--- src/rtl/cpu_bus_ctrl_if.sv ---
// cpu_bus_ctrl_if: CPU-side strobes, decoder selects and the SDRAM
// arbiter handshake seen by cpu_bus_ctrl.
//   slave  : the bus controller (consumes strobes/selects/ack, drives the rest)
//   master : the CPU/decoder/arbiter side
interface cpu_bus_ctrl_if;
    logic       cpu_as_n;     // CPU address strobe, active low
    logic [1:0] cpu_ds_n;     // UDS/LDS, active low
    logic       cpu_rw;       // 1=read, 0=write
    logic [8:0] cs_n;         // decoder selects, active low, [0] highest priority
    logic       mem_req;      // SDRAM request level
    logic       mem_we;       // write flag, valid while mem_req
    logic       mem_region;   // 0=ROM 1=WORK, valid while mem_req
    logic       mem_ack;      // one-cycle acknowledge from arbiter
    logic       cpu_dtack_n;  // DTACK to CPU
    logic       cpu_berr_n;   // BERR to CPU
    logic       busy;         // controller not idle

    modport slave (
        input  cpu_as_n, cpu_ds_n, cpu_rw, cs_n, mem_ack,
        output mem_req, mem_we, mem_region, cpu_dtack_n, cpu_berr_n, busy
    );

    modport master (
        output cpu_as_n, cpu_ds_n, cpu_rw, cs_n, mem_ack,
        input  mem_req, mem_we, mem_region, cpu_dtack_n, cpu_berr_n, busy
    );
endinterface

--- src/rtl/cpu_bus_ctrl.sv ---
// cpu_bus_ctrl: 68000 bus cycle controller behind the address decoder.
// ROM/WORK accesses go through a level req / pulse ack handshake to the
// SDRAM arbiter; other regions complete after a fixed per-region wait;
// strobed accesses with no select time out into a bus error.
// Ports:
//   clk      system clock
//   reset_n  asynchronous active-low reset
//   bus      cpu_bus_ctrl_if.slave (CPU strobes, cs_n, mem handshake,
//            DTACK/BERR, busy). All outputs are registered.
module cpu_bus_ctrl #(
    parameter int unsigned WAIT_VRAM  = 1,
    parameter int unsigned WAIT_IO    = 3,
    parameter int unsigned WAIT_SOUND = 5,
    parameter int unsigned TIMEOUT    = 255
) (
    input  logic           clk,
    input  logic           reset_n,
    cpu_bus_ctrl_if.slave  bus
);

    typedef enum logic [2:0] {
        S_IDLE, S_WAIT_CNT, S_WAIT_MEM, S_ACK, S_ABORT, S_UNMAPPED, S_ERR
    } state_t;

    localparam logic [7:0] TIMEOUT_Q = 8'(TIMEOUT);

    state_t     state_q;
    logic [7:0] cnt_q;
    logic       req_q, we_q, region_q, dtack_n_q, berr_n_q, busy_q;

    logic       qual, hit, hit_mem, start;
    logic [3:0] hit_idx, hit_wait;

    // Lowest-index active select wins; descending loop leaves the lowest.
    always_comb begin
        hit_idx = 4'd0;
        for (int i = 8; i >= 0; i--) begin
            if (!bus.cs_n[i]) hit_idx = 4'(i);
        end
        hit     = ~&bus.cs_n;
        hit_mem = (hit_idx[3:1] == 3'd0);
        case (hit_idx)
            4'd5:    hit_wait = 4'(WAIT_IO);
            4'd6:    hit_wait = 4'(WAIT_SOUND);
            default: hit_wait = 4'(WAIT_VRAM);
        endcase
        qual  = !bus.cpu_as_n && !(&bus.cpu_ds_n);
        // A select arriving during the unmapped countdown starts a normal cycle.
        start = qual && hit && (state_q == S_IDLE || state_q == S_UNMAPPED);
    end

    always_ff @(posedge clk or negedge reset_n) begin
        if (!reset_n) begin
            state_q   <= S_IDLE;
            cnt_q     <= 8'd0;
            req_q     <= 1'b0;
            we_q      <= 1'b0;
            region_q  <= 1'b0;
            dtack_n_q <= 1'b1;
            berr_n_q  <= 1'b1;
            busy_q    <= 1'b0;
        end else if (start) begin
            busy_q <= 1'b1;
            if (hit_mem) begin
                state_q  <= S_WAIT_MEM;
                req_q    <= 1'b1;
                we_q     <= !bus.cpu_rw;
                region_q <= hit_idx[0];
            end else if (hit_wait == 4'd0) begin
                state_q   <= S_ACK;
                dtack_n_q <= 1'b0;
            end else begin
                state_q <= S_WAIT_CNT;
                cnt_q   <= {4'd0, hit_wait};
            end
        end else begin
            case (state_q)
                S_IDLE: begin
                    if (qual) begin
                        state_q <= S_UNMAPPED;
                        cnt_q   <= TIMEOUT_Q;
                        busy_q  <= 1'b1;
                    end
                end
                // Count of N gives N cycles here; leaving on 1 lands DTACK at T0+N+1.
                S_WAIT_CNT: begin
                    if (bus.cpu_as_n) begin
                        state_q <= S_IDLE;
                        busy_q  <= 1'b0;
                    end else if (cnt_q == 8'd1) begin
                        state_q   <= S_ACK;
                        dtack_n_q <= 1'b0;
                    end else begin
                        cnt_q <= cnt_q - 8'd1;
                    end
                end
                S_WAIT_MEM: begin
                    if (bus.mem_ack) begin
                        req_q <= 1'b0;
                        if (bus.cpu_as_n) begin
                            // CPU gave up in the same cycle: finish silently.
                            state_q <= S_IDLE;
                            busy_q  <= 1'b0;
                        end else begin
                            state_q   <= S_ACK;
                            dtack_n_q <= 1'b0;
                        end
                    end else if (bus.cpu_as_n) begin
                        state_q <= S_ABORT;
                    end
                end
                // The arbiter cannot take a request back, so wait out its ack.
                S_ABORT: begin
                    if (bus.mem_ack) begin
                        req_q   <= 1'b0;
                        state_q <= S_IDLE;
                        busy_q  <= 1'b0;
                    end
                end
                S_ACK: begin
                    if (bus.cpu_as_n) begin
                        dtack_n_q <= 1'b1;
                        state_q   <= S_IDLE;
                        busy_q    <= 1'b0;
                    end
                end
                S_UNMAPPED: begin
                    if (bus.cpu_as_n) begin
                        state_q <= S_IDLE;
                        busy_q  <= 1'b0;
                    end else if (cnt_q == 8'd1) begin
                        state_q  <= S_ERR;
                        berr_n_q <= 1'b0;
                    end else begin
                        cnt_q <= cnt_q - 8'd1;
                    end
                end
                S_ERR: begin
                    if (bus.cpu_as_n) begin
                        berr_n_q <= 1'b1;
                        state_q  <= S_IDLE;
                        busy_q   <= 1'b0;
                    end
                end
                default: begin
                    state_q <= S_IDLE;
                    busy_q  <= 1'b0;
                end
            endcase
        end
    end

    assign bus.mem_req     = req_q;
    assign bus.mem_we      = we_q;
    assign bus.mem_region  = region_q;
    assign bus.cpu_dtack_n = dtack_n_q;
    assign bus.cpu_berr_n  = berr_n_q;
    assign bus.busy        = busy_q;

endmodule
--- src/flat_wrapper.sv ---
// flat-port wrapper written by rule: the top's interface ports become plain ports
module cpu_bus_ctrl_flat 
#(
    parameter int unsigned WAIT_VRAM  = 1,
    parameter int unsigned WAIT_IO    = 3,
    parameter int unsigned WAIT_SOUND = 5,
    parameter int unsigned TIMEOUT    = 255
)
  (clk, reset_n, bus_cpu_as_n, bus_cpu_ds_n, bus_cpu_rw, bus_cs_n, bus_mem_ack, bus_mem_req, bus_mem_we, bus_mem_region, bus_cpu_dtack_n, bus_cpu_berr_n, bus_busy);
  cpu_bus_ctrl_if bus_i ();
  input  logic clk;
  input  logic reset_n;
  input wire logic [$bits(bus_i.cpu_as_n)-1:0] bus_cpu_as_n;
  input wire logic [$bits(bus_i.cpu_ds_n)-1:0] bus_cpu_ds_n;
  input wire logic [$bits(bus_i.cpu_rw)-1:0] bus_cpu_rw;
  input wire logic [$bits(bus_i.cs_n)-1:0] bus_cs_n;
  input wire logic [$bits(bus_i.mem_ack)-1:0] bus_mem_ack;
  output wire logic [$bits(bus_i.mem_req)-1:0] bus_mem_req;
  output wire logic [$bits(bus_i.mem_we)-1:0] bus_mem_we;
  output wire logic [$bits(bus_i.mem_region)-1:0] bus_mem_region;
  output wire logic [$bits(bus_i.cpu_dtack_n)-1:0] bus_cpu_dtack_n;
  output wire logic [$bits(bus_i.cpu_berr_n)-1:0] bus_cpu_berr_n;
  output wire logic [$bits(bus_i.busy)-1:0] bus_busy;
  assign bus_i.cpu_as_n = bus_cpu_as_n;
  assign bus_i.cpu_ds_n = bus_cpu_ds_n;
  assign bus_i.cpu_rw = bus_cpu_rw;
  assign bus_i.cs_n = bus_cs_n;
  assign bus_i.mem_ack = bus_mem_ack;
  assign bus_mem_req = bus_i.mem_req;
  assign bus_mem_we = bus_i.mem_we;
  assign bus_mem_region = bus_i.mem_region;
  assign bus_cpu_dtack_n = bus_i.cpu_dtack_n;
  assign bus_cpu_berr_n = bus_i.cpu_berr_n;
  assign bus_busy = bus_i.busy;
  cpu_bus_ctrl #(.WAIT_VRAM(WAIT_VRAM), .WAIT_IO(WAIT_IO), .WAIT_SOUND(WAIT_SOUND), .TIMEOUT(TIMEOUT)) u_core (.clk(clk), .reset_n(reset_n), .bus(bus_i));
endmodule
--- config.mk ---
export PLATFORM = sky130hd
export DESIGN_NAME = cpu_bus_ctrl_flat
export DESIGN_NICKNAME = d
export VERILOG_FILES = /design/src/rtl/cpu_bus_ctrl_if.sv /design/src/rtl/cpu_bus_ctrl.sv /design/src/flat_wrapper.sv
export SDC_FILE = /design/constraint.sdc
export NUM_CORES = 1
export LEC_CHECK = 0
export ABC_AREA = 0
export ABC_CLOCK_PERIOD_IN_PS = 2900
export CAP_MARGIN = 25
export CORE_AREA = 5 5 68 45
export CTS_CLUSTER_DIAMETER = 200
export CTS_CLUSTER_SIZE = 30
export DETAILED_ROUTE_END_ITERATION = 10
export DIE_AREA = 0 0 73 50
export GPL_TIMING_DRIVEN = 0
export PLACE_DENSITY_LB_ADDON = 0.08
export SLEW_MARGIN = 20
export SYNTH_ARGS = -nofsm -noshare
export SYNTH_HDL_FRONTEND = slang
export SYNTH_SLANG_ARGS = --single-unit
--- constraint.sdc ---
create_clock -name clk -period 2.9 [get_ports clk]
set_clock_uncertainty 0.1 [all_clocks]
set_input_delay 0.725 -clock clk [delete_from_list [all_inputs] [get_ports clk]]
set_output_delay 0.725 -clock clk [all_outputs]
set_load 0.01 [all_outputs]
# Yosys cells after proc, flatten, opt, wreduce, memory -nomap -nowiden
# Index checks and enable logic that the tools add are counted.
[classes]
add_sub_neg = 1
eq_ne = 29
mux = 50
bitwise_logic = 1
reduce_logical = 29
[op_table]
columns = ["cell", "count"]
rows = [
  ["two-way mux 8 bit", 6],
  ["two-way mux 4 bit", 9],
  ["two-way mux 3 bit", 11],
  ["!= test 3 x 2 -> 1 bit (second input constant)", 7],
  ["case mux 3 bit (6 select lines)", 1],
  ["two-way mux 1 bit", 16],
  ["case mux 8 bit (2 select lines)", 1],
  ["!= test 2 bit (second input constant)", 6],
  ["AND reduction 6 bit", 2],
  ["== test 3 bit (second input constant)", 3],
  ["!= test 3 x 1 -> 1 bit (second input constant)", 3],
  ["AND reduction 9 bit", 1],
  ["== test 4 x 3 -> 1 bit (second input constant)", 2],
  ["== test 8 x 1 -> 1 bit (second input constant)", 1],
  ["!= test 4 x 3 -> 1 bit (second input constant)", 2],
  ["AND reduction 8 bit", 1],
  ["subtractor 8 x 1 -> 8 bit (second input constant)", 1],
  ["== test 3 x 2 -> 1 bit (second input constant)", 2],
  ["zero test 3 bit", 2],
  ["case mux 3 bit (2 select lines)", 1],
  ["AND reduction 3 bit", 2],
  ["nonzero test 2 bit", 3],
  ["OR reduction 2 bit", 3],
  ["AND reduction 5 bit", 1],
  ["other kinds (16)", 23],
]
[totals]
ff_bits = 17
inputBits = 16
out_inout_bits = 6
elab_cells = 118

# Longest topological paths before layout
[depth]
ltp_word = 15
depth_mapped = 6
mapped_depth_nobuf = 6

# Least setup slack after synthesis
# OpenSTA, ideal clock, no wires.
[synth_path]
kind = "input -> register"
from = "in bus_cpu_ds_n[0]"
to = "reg u_core.state_q[2]"
setup_time_ns = 0.125
arrival_time_ns = 1.827
required_ns = 2.675
slack_ns = 0.849
cell_stages = 6
path_buffers = 1
path_cell_list = "a21oi_4 -> nand3b_1 -> nor2_1 -> buf_2 -> nor2_1 -> mux2_2"
[synth_via]
elab_chain_len = 7
elab_cells_between_ends = 13
classes_between = "eq/ne: 6; mux: 1; reduce/logical: 6"
[synth_lines]
columns = ["element", "line", "source"]
rows = [
  ["from (decl)", "flat_wrapper.sv:14", "input wire logic [$bits(bus_i.cpu_ds_n)-1:0] bus_cpu_ds_n;"],
  ["AND reduction 2 bit (*)", "cpu_bus_ctrl.sv:47", "qual = !bus.cpu_as_n && !(&bus.cpu_ds_n);"],
  ["zero test 1 bit (*)", "cpu_bus_ctrl.sv:47", ""],
  ["logical AND 1 bit (*)", "cpu_bus_ctrl.sv:47", ""],
  ["logical AND 1 bit (2 in series)", "cpu_bus_ctrl.sv:49", "start = qual && hit && (state_q == S_IDLE || state_q == S_UNMAPPED);"],
  ["!= test 4 x 3 -> 1 bit (no source line), or another cell as far along", "--", ""],
  ["AND reduction 6 bit (no source line)", "--", ""],
  ["to (signal assigned)", "cpu_bus_ctrl.sv:54", "state_q <= S_IDLE;"],
  ["to (signal assigned)", "cpu_bus_ctrl.sv:65", "state_q <= S_WAIT_MEM;"],
  ["to (signal assigned)", "cpu_bus_ctrl.sv:70", "state_q <= S_ACK;"],
  ["to (decl)", "cpu_bus_ctrl.sv:27", "state_t state_q;"],
]
# Mark *: on every way between the ends. The rest lies on a longest branch, timed or not.
# A chain may end at the register's enable or synchronous reset.

# Worst setup path in the final report
# Same ends and word-level chain as after synthesis.

==> flow_summary.toml <==
[run_status]
status = "finished clean"

[sta]
setup_viol = 0
fin_crit_ns = 2.644
tns_ns = 0
maxSlewViolCount = 0
max_freq_mhz = 378.2
relSlewSlack_pct = 46.44
post-route-period-util_pct = 91.18
rsz0062_at_grt = "false"
timing.hold.ws_ns = 0.4046
hold_viol_final = 0
worst_pin_slew_ns = 0.8009

[drt]
ant_nets = 0
wire_per_inst_um = 16.09
first_pass_iters = 4
routed_wl_um = 3298
viasPerCell = 5.995
initialDrtViolationCount = 116
vias = 1229
drc = 0

[yosys]
ys_seq_area_share_pct = 33.66
ys_ff_latch = 17
synth_cell_type_count = 47
synth.area.top_cells = "dfrtp_1 (30%), dfstp_2 (4.1%), nand2_1 (4.1%)"
synth_warnings = 0
synth_area_um2 = 1271
syn_avg_cell_area_um2 = 8.589
syn_nets = 166
yosysTopAreaCell = "dfrtp_1"
synthArstFlopShare_pct = 100.0
synthFlopType = "dfrtp_1"
synth-edff-count = 0
synth_cells = 148
yosysTopAreaCellShare_pct = 29.53

[cells_and_area]
drive_above_1_share_pct = 11.56
n_antenna_cell = 0
multi_input_area_um2 = 765.7
seq_area_um2 = 427.9
final_common_cell = "clkdlybuf4s50_1"
areaGrowthSynthToFinish_pct = 23.33
nNetsFinal = 192
nFillCells = 191
layout_common_cells = "clkdlybuf4s50_1 (21), dfrtp_1 (15), nand2_1 (14)"

[global_route]
grt_usage_pct = 18.93
grt_pass1_vias = 1128
overflow = 0
grt_max_degree = 18
antenna_found_initial = 0
grt_first_pass_wirelength_um = 5375

[power]
switching_share_pct = 44.73
cellLeakagePower_nw = 0.6430
ir_worst_vdd_mv = 0.4609
switchingPower_w = 0.0006874
internal-power_w = 0.0008492
pwr-share-comb_pct = 58.6
p_per_area_nw_per_um2 = 980.1
clkPwrFrac_pct = 12.0
seq_power_share_pct = 29.4

[cts]
root_buffer = "clkbuf_8"
cts_hold_buf = 0
numCtsBuffers = 3
post_cts_buffers = 0
cts_tree = "yes"
clockBufferDepth = 2
cts_resized = 0
cts.sinks = 17
clkTransAtPathRegs_ns = 0.07
clk_latency_ns = 0.25
cts-htree-levels = 1

[die]
rows = 14
die_width_um = 73
core_um2 = 2382
initial_core_util_pct = 53.36
io_pins = 22
die_h_um = 50
die_area_um2 = 3650

[worst_setup_path]
critPathLaunchType = "input port"
end_kind = "flip-flop"
crit_arrival_ns = 2.69
path_max_fanout = 10
cp.required_ns = 2.94
crit_type = "input port to flip-flop"
reg2reg_depth = 6

[flow_run]
maxCapViolations = 0

[place]
io_buffers = 21
gp_congestion = 0.9019
dp_hpwl_um = 2491

[min_path]
min-delay-path-class = "flip-flop to flip-flop"
hold_depth = 1
[flip-flops by register name, indices dropped and copies added (netlist names)]
| register | flops |
|---|---|
| u_core.bus.busy | 1 |
| u_core.cnt_q | 8 |
| u_core.state_q | 3 |
| u_core.bus.mem_we | 1 |
| u_core.bus.cpu_dtack_n | 1 |
| u_core.bus.mem_region | 1 |
| u_core.bus.cpu_berr_n | 1 |
| u_core.bus.mem_req | 1 |
[layout make-up]
cell class | instances | area share, %
clock buffers | 3 | 2.634
clock inverters | 1 | 0.3192
well taps | 32 | 2.554
repair buffers | 21 | 13.41
inverters | 10 | 2.394
plain buffers | 7 | 2.554
flip-flops and latches | 17 | 27.29
multi-input cells | 114 | 48.84
[power by group through the flow]
stage	logic, W	clock network [W]	registers, W
after detailed placement	0.000888	0	0.000454
final	0.000900	0.000184	0.000453
after global routing	0.000984	0.000204	0.000466
after CTS	0.000892	0.000189	0.000451
after floorplan	0.000621	0	0.000451
after global placement	0.000865	0	0.000448
[metal layers]
metal,global-route usage (%),part of all wire [%]
met3,5.680,8.8
met2,27.15,43
met5,0,0
met4,2.454,0.39
met1,28.27,48
[kinds of logic (layout without fill, tap and decap cells)]
kind of cell | after synthesis | in the layout | share of synthesized area (%)
buffers and inverters | 17 | 42 | 6.103
AO/OA/AOI/OAI | 49 | 49 | 28.15
XOR/XNOR | 2 | 2 | 1.378
multiplexers | 7 | 7 | 5.807
flip-flops | 17 | 17 | 33.66
AND/OR/NAND/NOR | 54 | 54 | 22.93
adder cells (fa/ha/maj) | 2 | 2 | 1.968
[critical path, stage by stage]
cell and delay, ns:
clkdlybuf4s50_1 0.46, a21oi_4 0.26, nand3b_1 0.24, nor2_1 0.34, buf_2 0.33, nor2_1 0.08, mux2_2 0.26
[final timing paths]
kind                                             from               endpoint  slack [ns]
worst max-delay path                  bus_cpu_ds_n[0]      u_core.state_q[2]        0.26
worst min-delay path            u_core.bus.mem_region  u_core.bus.mem_region        0.40
worst max register to register      u_core.state_q[1]      u_core.state_q[1]        0.80
worst min register to register  u_core.bus.mem_region  u_core.bus.mem_region        0.40
max in group asynchronous                     reset_n      u_core.bus.mem_we        1.37
min in group asynchronous                     reset_n  u_core.bus.mem_region        0.83
[per-stage QoR]
stage                     setup WS, ns  cells  area, µm²  total power, W  utilization [%]
final                           0.2557    205       1568        0.001537            65.81
after global routing            0.1548    205       1568        0.001653            65.81
after CTS                       0.3086    205       1568        0.001533            65.81
after detailed placement       0.04568    201       1521        0.001342            63.87
after global placement         0.07406    201       1521        0.001313            63.87
after floorplan                 0.8488    148       1271        0.001072                -
[synthesized netlist by cell type (2+ instances only)]
library cell / number
o21ai_0: 9
mux2i_1: 4
nor3_1: 6
nor2_1: 11
nand2b_1: 5
nand4_1: 4
clkbuf_1: 2
buf_2: 2
inv_1: 10
o31ai_1: 2
a21oi_1: 8
nand2_1: 14
a41o_1: 2
dfrtp_1: 15
nor2b_1: 4
o211ai_1: 4
a32oi_1: 2
a311oi_1: 4
a22oi_1: 3
mux2_2: 3
ha_1: 2
o21a_1: 2
dfstp_2: 2
a31oi_1: 5
Note: power is estimated with default switching activity, not from simulation.
